<file path="src/rtl/uart_tx_engine.sv">
// uart_tx_engine: 16x-oversampled UART serialiser (5-8 data bits, even/odd parity, 1/1.5/2 stop bits); define UART_TX_BREAK_EN to add the break_ctrl line-break input
module uart_tx_engine #(
   parameter int DIV_W = 16
) (
   input  logic             clk,
   input  logic             reset,
   input  logic [DIV_W-1:0] divisor,
   input  logic [1:0]       data_bits,
   input  logic             stop_bits,
   input  logic             parity_en,
   input  logic             even_parity,
   input  logic             tx_valid,
   input  logic [7:0]       tx_data,
`ifdef UART_TX_BREAK_EN
   input  logic             break_ctrl,
`endif
   output logic             tx_ready,
   output logic             sout,
   output logic             tx_busy,
   output logic             tx_done
);
   typedef enum logic [2:0] {IDLE, START, DATA, PARITY, STOP1, STOP2} state_t;
   state_t state, state_n;
   logic [DIV_W-1:0] div_q, pre_cnt;
   logic [3:0] tick_cnt;
   logic [2:0] bit_idx, bit_idx_n;
   logic [7:0] data_q;
   logic [1:0] nbits_q;
   logic stop2_q, par_en_q, even_q;
   logic tick, bit_end, accept, line_n, brk;
`ifdef UART_TX_BREAK_EN
   assign brk = break_ctrl;
`else
   assign brk = 1'b0;
`endif
   assign tx_ready = (state == IDLE) && !brk;
   assign tx_busy = state != IDLE;
   assign accept = tx_valid && tx_ready;
   assign tick = pre_cnt == div_q;
   assign bit_end = tick && (tick_cnt == ((state == STOP2 && nbits_q == 2'd0) ? 4'd7 : 4'd15));
   assign tx_done = bit_end && (state == STOP2 || (state == STOP1 && !stop2_q));

   // next-state and bit index sequencing
   always_comb begin
      state_n = state;
      bit_idx_n = bit_idx;
      case (state)
         IDLE: begin
            bit_idx_n = 3'd0;
            state_n = accept ? START : IDLE;
         end
         START: state_n = bit_end ? DATA : START;
         DATA: if (bit_end) begin
            bit_idx_n = bit_idx + 3'd1;
            if (bit_idx == {1'b1, nbits_q}) state_n = par_en_q ? PARITY : STOP1;
         end
         PARITY: state_n = bit_end ? STOP1 : PARITY;
         STOP1: state_n = bit_end ? (stop2_q ? STOP2 : IDLE) : STOP1;
         STOP2: state_n = bit_end ? IDLE : STOP2;
         default: state_n = IDLE;
      endcase
   end

   // line level for the state being entered, so sout can be registered
   always_comb begin
      line_n = 1'b1;
      case (state_n)
         START: line_n = 1'b0;
         DATA: line_n = data_q[bit_idx_n];
         PARITY: line_n = ^data_q ^ ~even_q;
         default: line_n = 1'b1;
      endcase
   end

   // state, bit timing counters and registered serial output
   always_ff @(posedge clk or posedge reset) begin
      if (reset) begin
         state <= IDLE;
         bit_idx <= 3'd0;
         pre_cnt <= '0;
         tick_cnt <= 4'd0;
         sout <= 1'b1;
      end else begin
         state <= state_n;
         bit_idx <= bit_idx_n;
         sout <= brk ? 1'b0 : line_n;
         if (bit_end || state == IDLE) begin
            pre_cnt <= '0;
            tick_cnt <= 4'd0;
         end else if (tick) begin
            pre_cnt <= '0;
            tick_cnt <= tick_cnt + 4'd1;
         end else begin
            pre_cnt <= pre_cnt + 1'b1;
         end
      end
   end

   // capture the character and its framing at accept; unused high bits are masked off so parity covers only sent bits
   always_ff @(posedge clk or posedge reset) begin
      if (reset) begin
         div_q <= '0;
         data_q <= 8'd0;
         nbits_q <= 2'd0;
         stop2_q <= 1'b0;
         par_en_q <= 1'b0;
         even_q <= 1'b0;
      end else if (accept) begin
         div_q <= divisor;
         data_q <= tx_data & (8'hFF >> (2'd3 - data_bits));
         nbits_q <= data_bits;
         stop2_q <= stop_bits;
         par_en_q <= parity_en;
         even_q <= even_parity;
      end
   end
endmodule

</file>
<file path="config.mk">
export PLATFORM = sky130hd
export DESIGN_NAME = uart_tx_engine
export DESIGN_NICKNAME = d
export VERILOG_FILES = /design/src/rtl/uart_tx_engine.sv
export SDC_FILE = /design/constraint.sdc
export NUM_CORES = 1
export LEC_CHECK = 0
export ABC_AREA = 1
export CORE_ASPECT_RATIO = 2
export CORE_MARGIN = 10
export CORE_UTILIZATION = 44
export CTS_BUF_LIST = sky130_fd_sc_hd__clkbuf_8
export CTS_CLUSTER_SIZE = 40
export DETAILED_ROUTE_END_ITERATION = 8
export GPL_ROUTABILITY_DRIVEN = 1
export MAX_ROUTING_LAYER = met4
export PLACE_DENSITY = 0.66
export SLEW_MARGIN = 15
export SYNTH_ARGS = -nofsm -noshare
export SYNTH_HDL_FRONTEND = slang
export SYNTH_SLANG_ARGS = --single-unit
</file>
<file path="constraint.sdc">
create_clock -name clk -period 2.91 [get_ports clk]
set_input_delay 0.582 -clock clk [delete_from_list [all_inputs] [get_ports clk]]
set_output_delay 0.582 -clock clk [all_outputs]
set_load 0.01 [all_outputs]
</file>
After elaboration in Yosys (flattened, before gate mapping). Cells that the tools add are included.

Register bits: 56. Input port bits: 32. Word-level logic and storage cells: 64.

Reduce and logical (&&, ||, !) cells: 13. Bitwise gates (word level): 3. Order comparisons: 1. Mux-type cells: 20. Shift-type cells: 1. $add $sub $neg: 4. Equal/unequal tests: 11.

Operators by type and width (count): 16-bit 2-to-1 mux (2); 3-bit 2-to-1 mux (8); 3-bit case mux with 6 select lines (1); 16-bit by 1-bit adder with 16-bit output, second input constant (1); 16-bit == test (1); 3-bit by 2-bit == test with 1-bit output, second input constant (4); 4-bit 2-to-1 mux (3); 8-bit bitwise AND (1); 8-bit XOR reduction (1); 8-bit by 2-bit right shift with 8-bit output, first input constant (1); 3-bit by 1-bit == test with 1-bit output, second input constant (2); 3-bit == test, second input constant (2); 3-bit case mux with 2 select lines (1); 1-bit logical AND (5); 4-bit by 1-bit adder with 4-bit output, second input constant (1); 4-bit == test (1); 3-bit by 4-bit < comparator with 1-bit output, second input constant (1); 3-bit by 1-bit adder with 3-bit output, second input constant (1); 1-bit binary-select mux with 3-bit select (1); 3-bit == test (1); 3-bit logical NOT (1); 1-bit case mux with 3 select lines (1); 3-bit nonzero test (1); 2-bit logical NOT (1); 8 further kinds (10).

Longest topological paths before layout. Gate-level depths: netlist (run 1).

Depth after elaboration: 10. Gate-level depth with buffers: 17. Mapped depth without buffers: 17.

Worst setup path before layout (run 1). No wires, ideal clock.

Kind: reg-to-output. Start point: register pre_cnt[5]. End point: output tx_done. Buffers on the path: 0. Cell stages (with the launch flop): 10. Path slack: 0.912 ns. Arrival time: 1.416 ns. Cells stage by stage: dfrtp_1 -> inv_2 -> nand2_1 -> nand2_1 -> nand3_1 -> nor2_1 -> nand2_1 -> nor2_4 -> nand2_4 -> a211oi_1.

Cells in the longest elaborated chain, start to end: 3.

Ends and longest elaborated chain: from (decl) (RTL line 24) `logic [DIV_W-1:0] div_q, pre_cnt;`; from (signal assigned) (RTL line 94) `pre_cnt <= pre_cnt + 1'b1;`; 16-bit == test (RTL line 39) `assign tick = pre_cnt == div_q;`; 1-bit logical AND (RTL line 40) `assign bit_end = tick && (tick_cnt == ((state == STOP2 && nbits_q == 2'd0) ? 4'd7 : 4'd15));`; 1-bit logical AND (RTL line 41) `assign tx_done = bit_end && (state == STOP2 || (state == STOP1 && !stop2_q));`; to (decl) (RTL line 20) `output logic tx_done`.

Every way passes these cells.

Worst setup path after layout (run 1).
Start point: register state[2]. End point: output tx_busy.

Cells in the longest elaborated chain, start to end: 1.

Ends and longest elaborated chain: from (decl) (RTL line 23) `state_t state, state_n;`; from (signal assigned) (RTL line 84) `state <= state_n;`; 3-bit nonzero test (RTL line 37) `assign tx_busy = state != IDLE;`; to (decl) (RTL line 19) `output logic tx_busy,`.

Every way passes these cells.

==> results of run 1 <==
==> sequential cells by signal, summed over array words and instances, names as in the netlist <==
| register | cells |
|---|---|
| div_q | 16 |
| pre_cnt | 16 |
| stop2_q | 1 |
| sout | 1 |
| nbits_q | 2 |
| data_q | 8 |
| tick_cnt | 4 |
| par_en_q | 1 |
| state | 3 |
| even_q | 1 |
| bit_idx | 3 |
==> critical path, cell delays in order (launching register included) <==
cell and delay, ns:
dfrtp_1 0.48, nor2_4 0.25, inv_2 0.09, nor2_4 0.17, clkinv_1 0.29, clkdlybuf4s50_1 0.58
==> path summary, 6_finish.rpt <==
path,startpoint,end,slack (ns),cells after the start
max,state[2]$_DFF_PP0_,tx_busy,0.15,5
min,pre_cnt[15]$_DFF_PP0_,pre_cnt[15]$_DFF_PP0_,0.51,1
max reg2reg,pre_cnt[0]$_DFF_PP0_,pre_cnt[14]$_DFF_PP0_,0.76,16
min reg2reg,pre_cnt[15]$_DFF_PP0_,pre_cnt[15]$_DFF_PP0_,0.51,1
max in group asynchronous,reset,div_q[5]$_DFFE_PP0P_,1.65,3
min in group asynchronous,reset,div_q[13]$_DFFE_PP0P_,0.77,3
==> cell families after synthesis <==
| group | share of synthesized area |
|---|---|
| AO/OA/AOI/OAI | 0.0625 |
| buffers and inverters | 0.0654 |
| flip-flops | 0.461 |
| AND/OR/NAND/NOR | 0.341 |
| adder cells (fa/ha/maj) | 0.0123 |
| XOR/XNOR | 0.0576 |
==> cell type report <==
cell class | instances | area (µm²) | share of cell area
Inverter | 45 | 176 | 0.0491
Clock inverter | 3 | 12.5 | 0.00349
Timing Repair Buffer | 39 | 379 | 0.106
Clock buffer | 5 | 68.8 | 0.0192
Sequential cell | 56 | 1400 | 0.391
Multi-Input combinational cell | 272 | 1440 | 0.401
Tap cell | 88 | 110 | 0.0307
==> layout by cell type (no fill, tap or decap), drive strengths merged <==
cell type	instances
xor2	5
a21oi	13
dlygate4sd2	1
dfrtp	55
nor2	35
and3	1
nor3	9
clkdlybuf4s50	34
o21ai	21
o32ai	1
nand2	134
dfstp	1
buf	4
clkinv	3
a211oi	1
clkbuf	5
nand4	11
xnor2	15
nand3	21
inv	45
ha	3
nor4	2
==> routing by layer <==
metal  vias to the layer above  global-route usage
li1                       1282                   -
met1                      1185               0.134
met2                        53               0.249
met3                        18              0.0268
met4                         0              0.0752
met5                         -                   -
==> power by group <==
group	total [W]	internal, W	switching (W)
logic	0.0000591	0.0000373	0.0000218
clock network	0.000417	0.000163	0.000254
registers	0.000778	0.000778	0
==> what timing repair did <==
action | 4_1_cts | 5_1_grt
endpoints found under the setup margin | 1 | 1
hold buffers | 0 | 0
gates resized for setup | 1 | 0
pin swaps | 0 | 1
==> through the flow <==
stage | setup slack [ns] | hold WS (ns) | instance area, µm²
after floorplan | 0.912 | 0.460 | 3040
after global placement | 0.269 | 0.474 | 3510
after detailed placement | 0.248 | 0.485 | 3510
final | 0.149 | 0.506 | 3590
after global routing | 0.00986 | 0.533 | 3590
after CTS | 0.127 | 0.499 | 3590
==> metrics.cfg, run 1 <==
[logic_synthesis]
synth_cell_types = 33
synth_edf_count = 0
synth_top_flop_cell = dfrtp_1
synth_area_leaders = dfrtp_1 (45%), nand2_1 (15%), xnor2_1 (4.3%)
synth_top_area_share = 0.452
ys_ff_latch = 56
synth_top_area_cell = dfrtp_1
ys_seq_area_frac = 0.461
yosysMostFrequentCell = nand2_1
syn_inst = 379
avgSynthCellArea_um2 = 8.03
synthTopCellsByCount = nand2_1 (124), dfrtp_1 (55), inv_1 (31)
syn-num-nets = 414
syn_area_mm2 = 0.00304
yosysWarnings = 0
postSynth.asyncResetShare = 1.00

[setup_path]
cp.arrival_ns = 2.18
crit_fanout = 8
worstSetupEndpointType = output pin
cp-start-kind = register
crit_type = reg2out
crit_required_ns = 2.33

[timing]
period_needed_ns = 2.76
rsz0062_at_grt = no
hold_violations = 0
setup_viol = 0
max_slew_margin = 0.517
fin_tns_setup_ns = 0
post-route-period-util = 0.949
max_freq_mhz = 362
worst_pin_slew_ns = 0.725
slew_viol_final = 0
final.setup_skew_ns = 0.00519

[final_layout]
fin_nets = 454
layout-drive-gt1-share = 0.131
n_antenna_cell = 0
instances_no_fill = 508
final_core_util = 0.538
syn_to_final_growth_pct = 18.0
fillerInstances = 680

[power_and_ir_drop]
finalPower_w = 0.00125
vdd_drop_max_v = 0.000416
powerDensity_mw_per_mm2 = 349
p_leak_nw = 1.71

[detailed_routing]
dr.pass1.iters = 4
drc_errors = 0
final_antenna_net_count = 0
vias = 2538
met1_length_um = 2640
drtIter0Drc = 169
dr.max_layer_used = met4
avgViaCountPerCell = 5.00
drt-total-wl_um = 6880
wl_met2_um = 3730
wl_per_cell_um = 13.5
wl_met3_um = 218

[clock_tree]
cts_tree = done
numCtsBuffers = 5
post_cts_buffers = 0
htree_levels = 2
clk_pin_slew_ns = 0.10
clockBufferDepth = 2
clockRootBuffer = clkbuf_8
clock_latency_ns = 0.32
cts.sinks = 56

[global_route]
grt_pass1_wl_um = 11600
antenna_found_initial = 0
track_usage = 0.138
overflow = 0
grt_max_degree = 57
grt_pass1_vias = 2521

[run_status]
status = finished, final reports clean

[place]
io_buffer_count = 35
dp_hpwl_um = 5220
dp.cells = 500
gp_congestion = 0.841

[die]
die_area_mm2 = 0.0108
die_h_um = 138
start_util = 0.456
die_x_um = 78.8
core_area_mm2 = 0.00667
ioPinCount = 36
rows = 42

[run]
drv_cap = 0

[worst_hold_path]
hp-class = reg2reg

Power figures use the tool's default switching activity.
==> inputs of run 2 (changes only) <==
REMOVE_ABC_BUFFERS = 1   (was default)
==> run 2 against run 1 <==
Against the previous run: count of clock-buffer cells in the layout rose by 1; worst hold slack improved by 0.0051 ns; clock skew barely moved; sequential power barely moved; sequential share of layout area fell by 0.44 points; largest cell class unchanged.
==> metrics.cfg, run 2 (synthesized netlist as in run 1, its figures left out) <==
[place]
dp_hpwl_um = 5400  ; was 5220 µm
placed_cell_area_mm2 = 0.00353  ; was 0.00351 mm²
io_buffer_count = 35  ; unchanged
gp_congestion = 0.836  ; was 0.841
dp.cells = 501  ; was 500

[setup_path]
worstSetupEndpointType = output pin  ; unchanged
crit_slowest_cell = clkdlybuf4s50_1  ; unchanged
crit_fanout = 8  ; unchanged
cp_common_cell = nor2_4  ; unchanged
crit_required_ns = 2.33  ; about the same
cpPeakStageDelay_ns = 0.58  ; about the same
cp.arrival_ns = 2.15  ; was 2.18 ns
cp-start-kind = register  ; unchanged
crit_chain = nor2_4, inv_2, nor2_4, clkinv_1, clkdlybuf4s50_1  ; unchanged
crit_type = reg2out  ; unchanged

[detailed_routing]
vias = 2506  ; was 2538
drtIter0Drc = 156  ; was 169
wl_per_cell_um = 13.7  ; was 13.5 µm
dr.pass1.iters = 4  ; unchanged
drc_errors = 0  ; unchanged
drt-total-wl_um = 6970  ; was 6880 µm
avgViaCountPerCell = 4.91  ; was 5.00
final_antenna_net_count = 0  ; unchanged

[die]
die_area_mm2 = 0.0108  ; unchanged
die_h_um = 138  ; unchanged
ioPinCount = 36  ; unchanged
core_area_mm2 = 0.00667  ; unchanged
start_util = 0.456  ; unchanged
rows = 42  ; unchanged
die_x_um = 78.8  ; unchanged

[timing]
period_needed_ns = 2.73  ; was 2.76 ns
worst_pin_slew_ns = 0.571  ; was 0.725 ns
post-route-period-util = 0.939  ; was 0.949
slew_viol_final = 0  ; unchanged
max_slew_margin = 0.619  ; was 0.517
final.setup_skew_ns = 0.00471  ; was 0.00519 ns
fin_tns_setup_ns = 0  ; unchanged
rsz0062_at_grt = no  ; unchanged
max_freq_mhz = 366  ; was 362 MHz
hold_violations = 0  ; unchanged
setup_viol = 0  ; unchanged
whs_ns = 0.511  ; was 0.506 ns

[clock_tree]
htree_levels = 2  ; unchanged
clock_latency_ns = 0.31  ; was 0.32 ns
clk_pin_slew_ns = 0.10  ; about the same
cts.sinks = 56  ; unchanged
numCtsBuffers = 5  ; unchanged
cts_tree = done  ; unchanged
clockRootBuffer = clkbuf_8  ; unchanged
holdBufCountCts = 0  ; unchanged
clockBufferDepth = 2  ; unchanged

[global_route]
track_usage = 0.144  ; was 0.138
antenna_found_initial = 0  ; unchanged
grt_max_degree = 32  ; was 57
overflow = 0  ; unchanged
grt_pass1_vias = 2699  ; was 2521
grt_pass1_wl_um = 12200  ; was 11600 µm

[final_layout]
multi_input_area_mm2 = 0.00144  ; about the same
design_area_mm2 = 0.00363  ; was 0.00359 mm²
fillerInstances = 661  ; was 680
n_antenna_cell = 0  ; unchanged
syn_to_final_growth_pct = 19.4  ; was 18.0%
fin_nets = 456  ; was 454
final_cell_mix = nand2_1 (124), dfrtp_1 (55), clkdlybuf4s50_1 (34)  ; unchanged
final_common_cell = nand2_1  ; unchanged
largestRegisters = div_q (16), pre_cnt (16), data_q (8)  ; unchanged
seqCellArea_mm2 = 0.00140  ; unchanged
instances_no_fill = 510  ; was 508
layout-drive-gt1-share = 0.142  ; was 0.131

[power_and_ir_drop]
p_switching_w = 0.000271  ; was 0.000276 W
p_comb_frac = 0.048  ; was 0.047
pwr-share-seq = 0.608  ; was 0.620
powerDensity_mw_per_mm2 = 352  ; was 349 mW/mm²
p_clk_frac = 0.344  ; was 0.333
finalPower_w = 0.00128  ; was 0.00125 W
power.internal_w = 0.00101  ; was 0.000978 W
p_leak_nw = 1.73  ; was 1.71 nW
vdd_drop_max_v = 0.000346  ; was 0.000416 V
switching_share = 0.212  ; was 0.220

[worst_hold_path]
hp-class = reg2reg  ; unchanged

[run_status]
status = finished, final reports clean  ; unchanged

[run]
drv_cap = 0  ; unchanged

run 2: worst paths after layout:
check,startpoint,depth (start not counted),endpoint,slack (ns)
max,state[2]$_DFF_PP0_,5,tx_busy,0.18
min,div_q[10]$_DFFE_PP0P_,2,div_q[10]$_DFFE_PP0P_,0.51
max reg2reg,pre_cnt[5]$_DFF_PP0_,17,sout$_DFF_PP1_,0.79
min reg2reg,div_q[10]$_DFFE_PP0P_,2,div_q[10]$_DFFE_PP0P_,0.51
max in group asynchronous,reset,3,sout$_DFF_PP1_,1.63
min in group asynchronous,reset,2,div_q[12]$_DFFE_PP0P_,0.64
run 2: metrics by stage:
stage               utilization  setup slack [ns]
floorplan                     -             0.912
global placement          0.529             0.212
detailed placement        0.529             0.190
CTS                       0.544             0.164
global route              0.544            0.0342
finish                    0.544             0.178
run 2: timing repair:
action,4_1_cts,5_1_grt
setup endpoints to repair,1,0
resized for setup,2,0
buffers inserted,1,0
run 2: area by class of cell:
type | instances | area share
clock inverter | 2 | 0.00276
timing repair buffer | 41 | 0.112
sequential | 56 | 0.386
inverter | 45 | 0.0486
multi-input combinational | 272 | 0.397
tap | 88 | 0.0303
clock buffer | 6 | 0.0227
run 2: per-layer routing:
metal,track usage,share of wire,vias to the layer above
li1,-,-,1282
met1,0.133,0.37,1188
met2,0.280,0.58,27
met3,0.0268,0.023,9
met4,0.0571,0.020,0
met5,-,0,-
run 2: critical path, delay by kind of cell (launching register included):
kind                   cells  cell delay (ns)
DFF                        1             0.48
and+or+nand+nor            2             0.40
buffers and inverters      3             0.96
run 2: power by group through the flow:
stage / clock network [W] / registers [W] / logic (W)
6_report: 0.000439 / 0.000778 / 0.0000613
4_1_cts: 0.000461 / 0.000778 / 0.0000630
5_1_grt: 0.000492 / 0.000778 / 0.0000676
3_3_place_gp: 0 / 0.000793 / 0.0000625
2_1_floorplan: 0 / 0.000793 / 0.0000122
3_5_place_dp: 0 / 0.000793 / 0.0000627
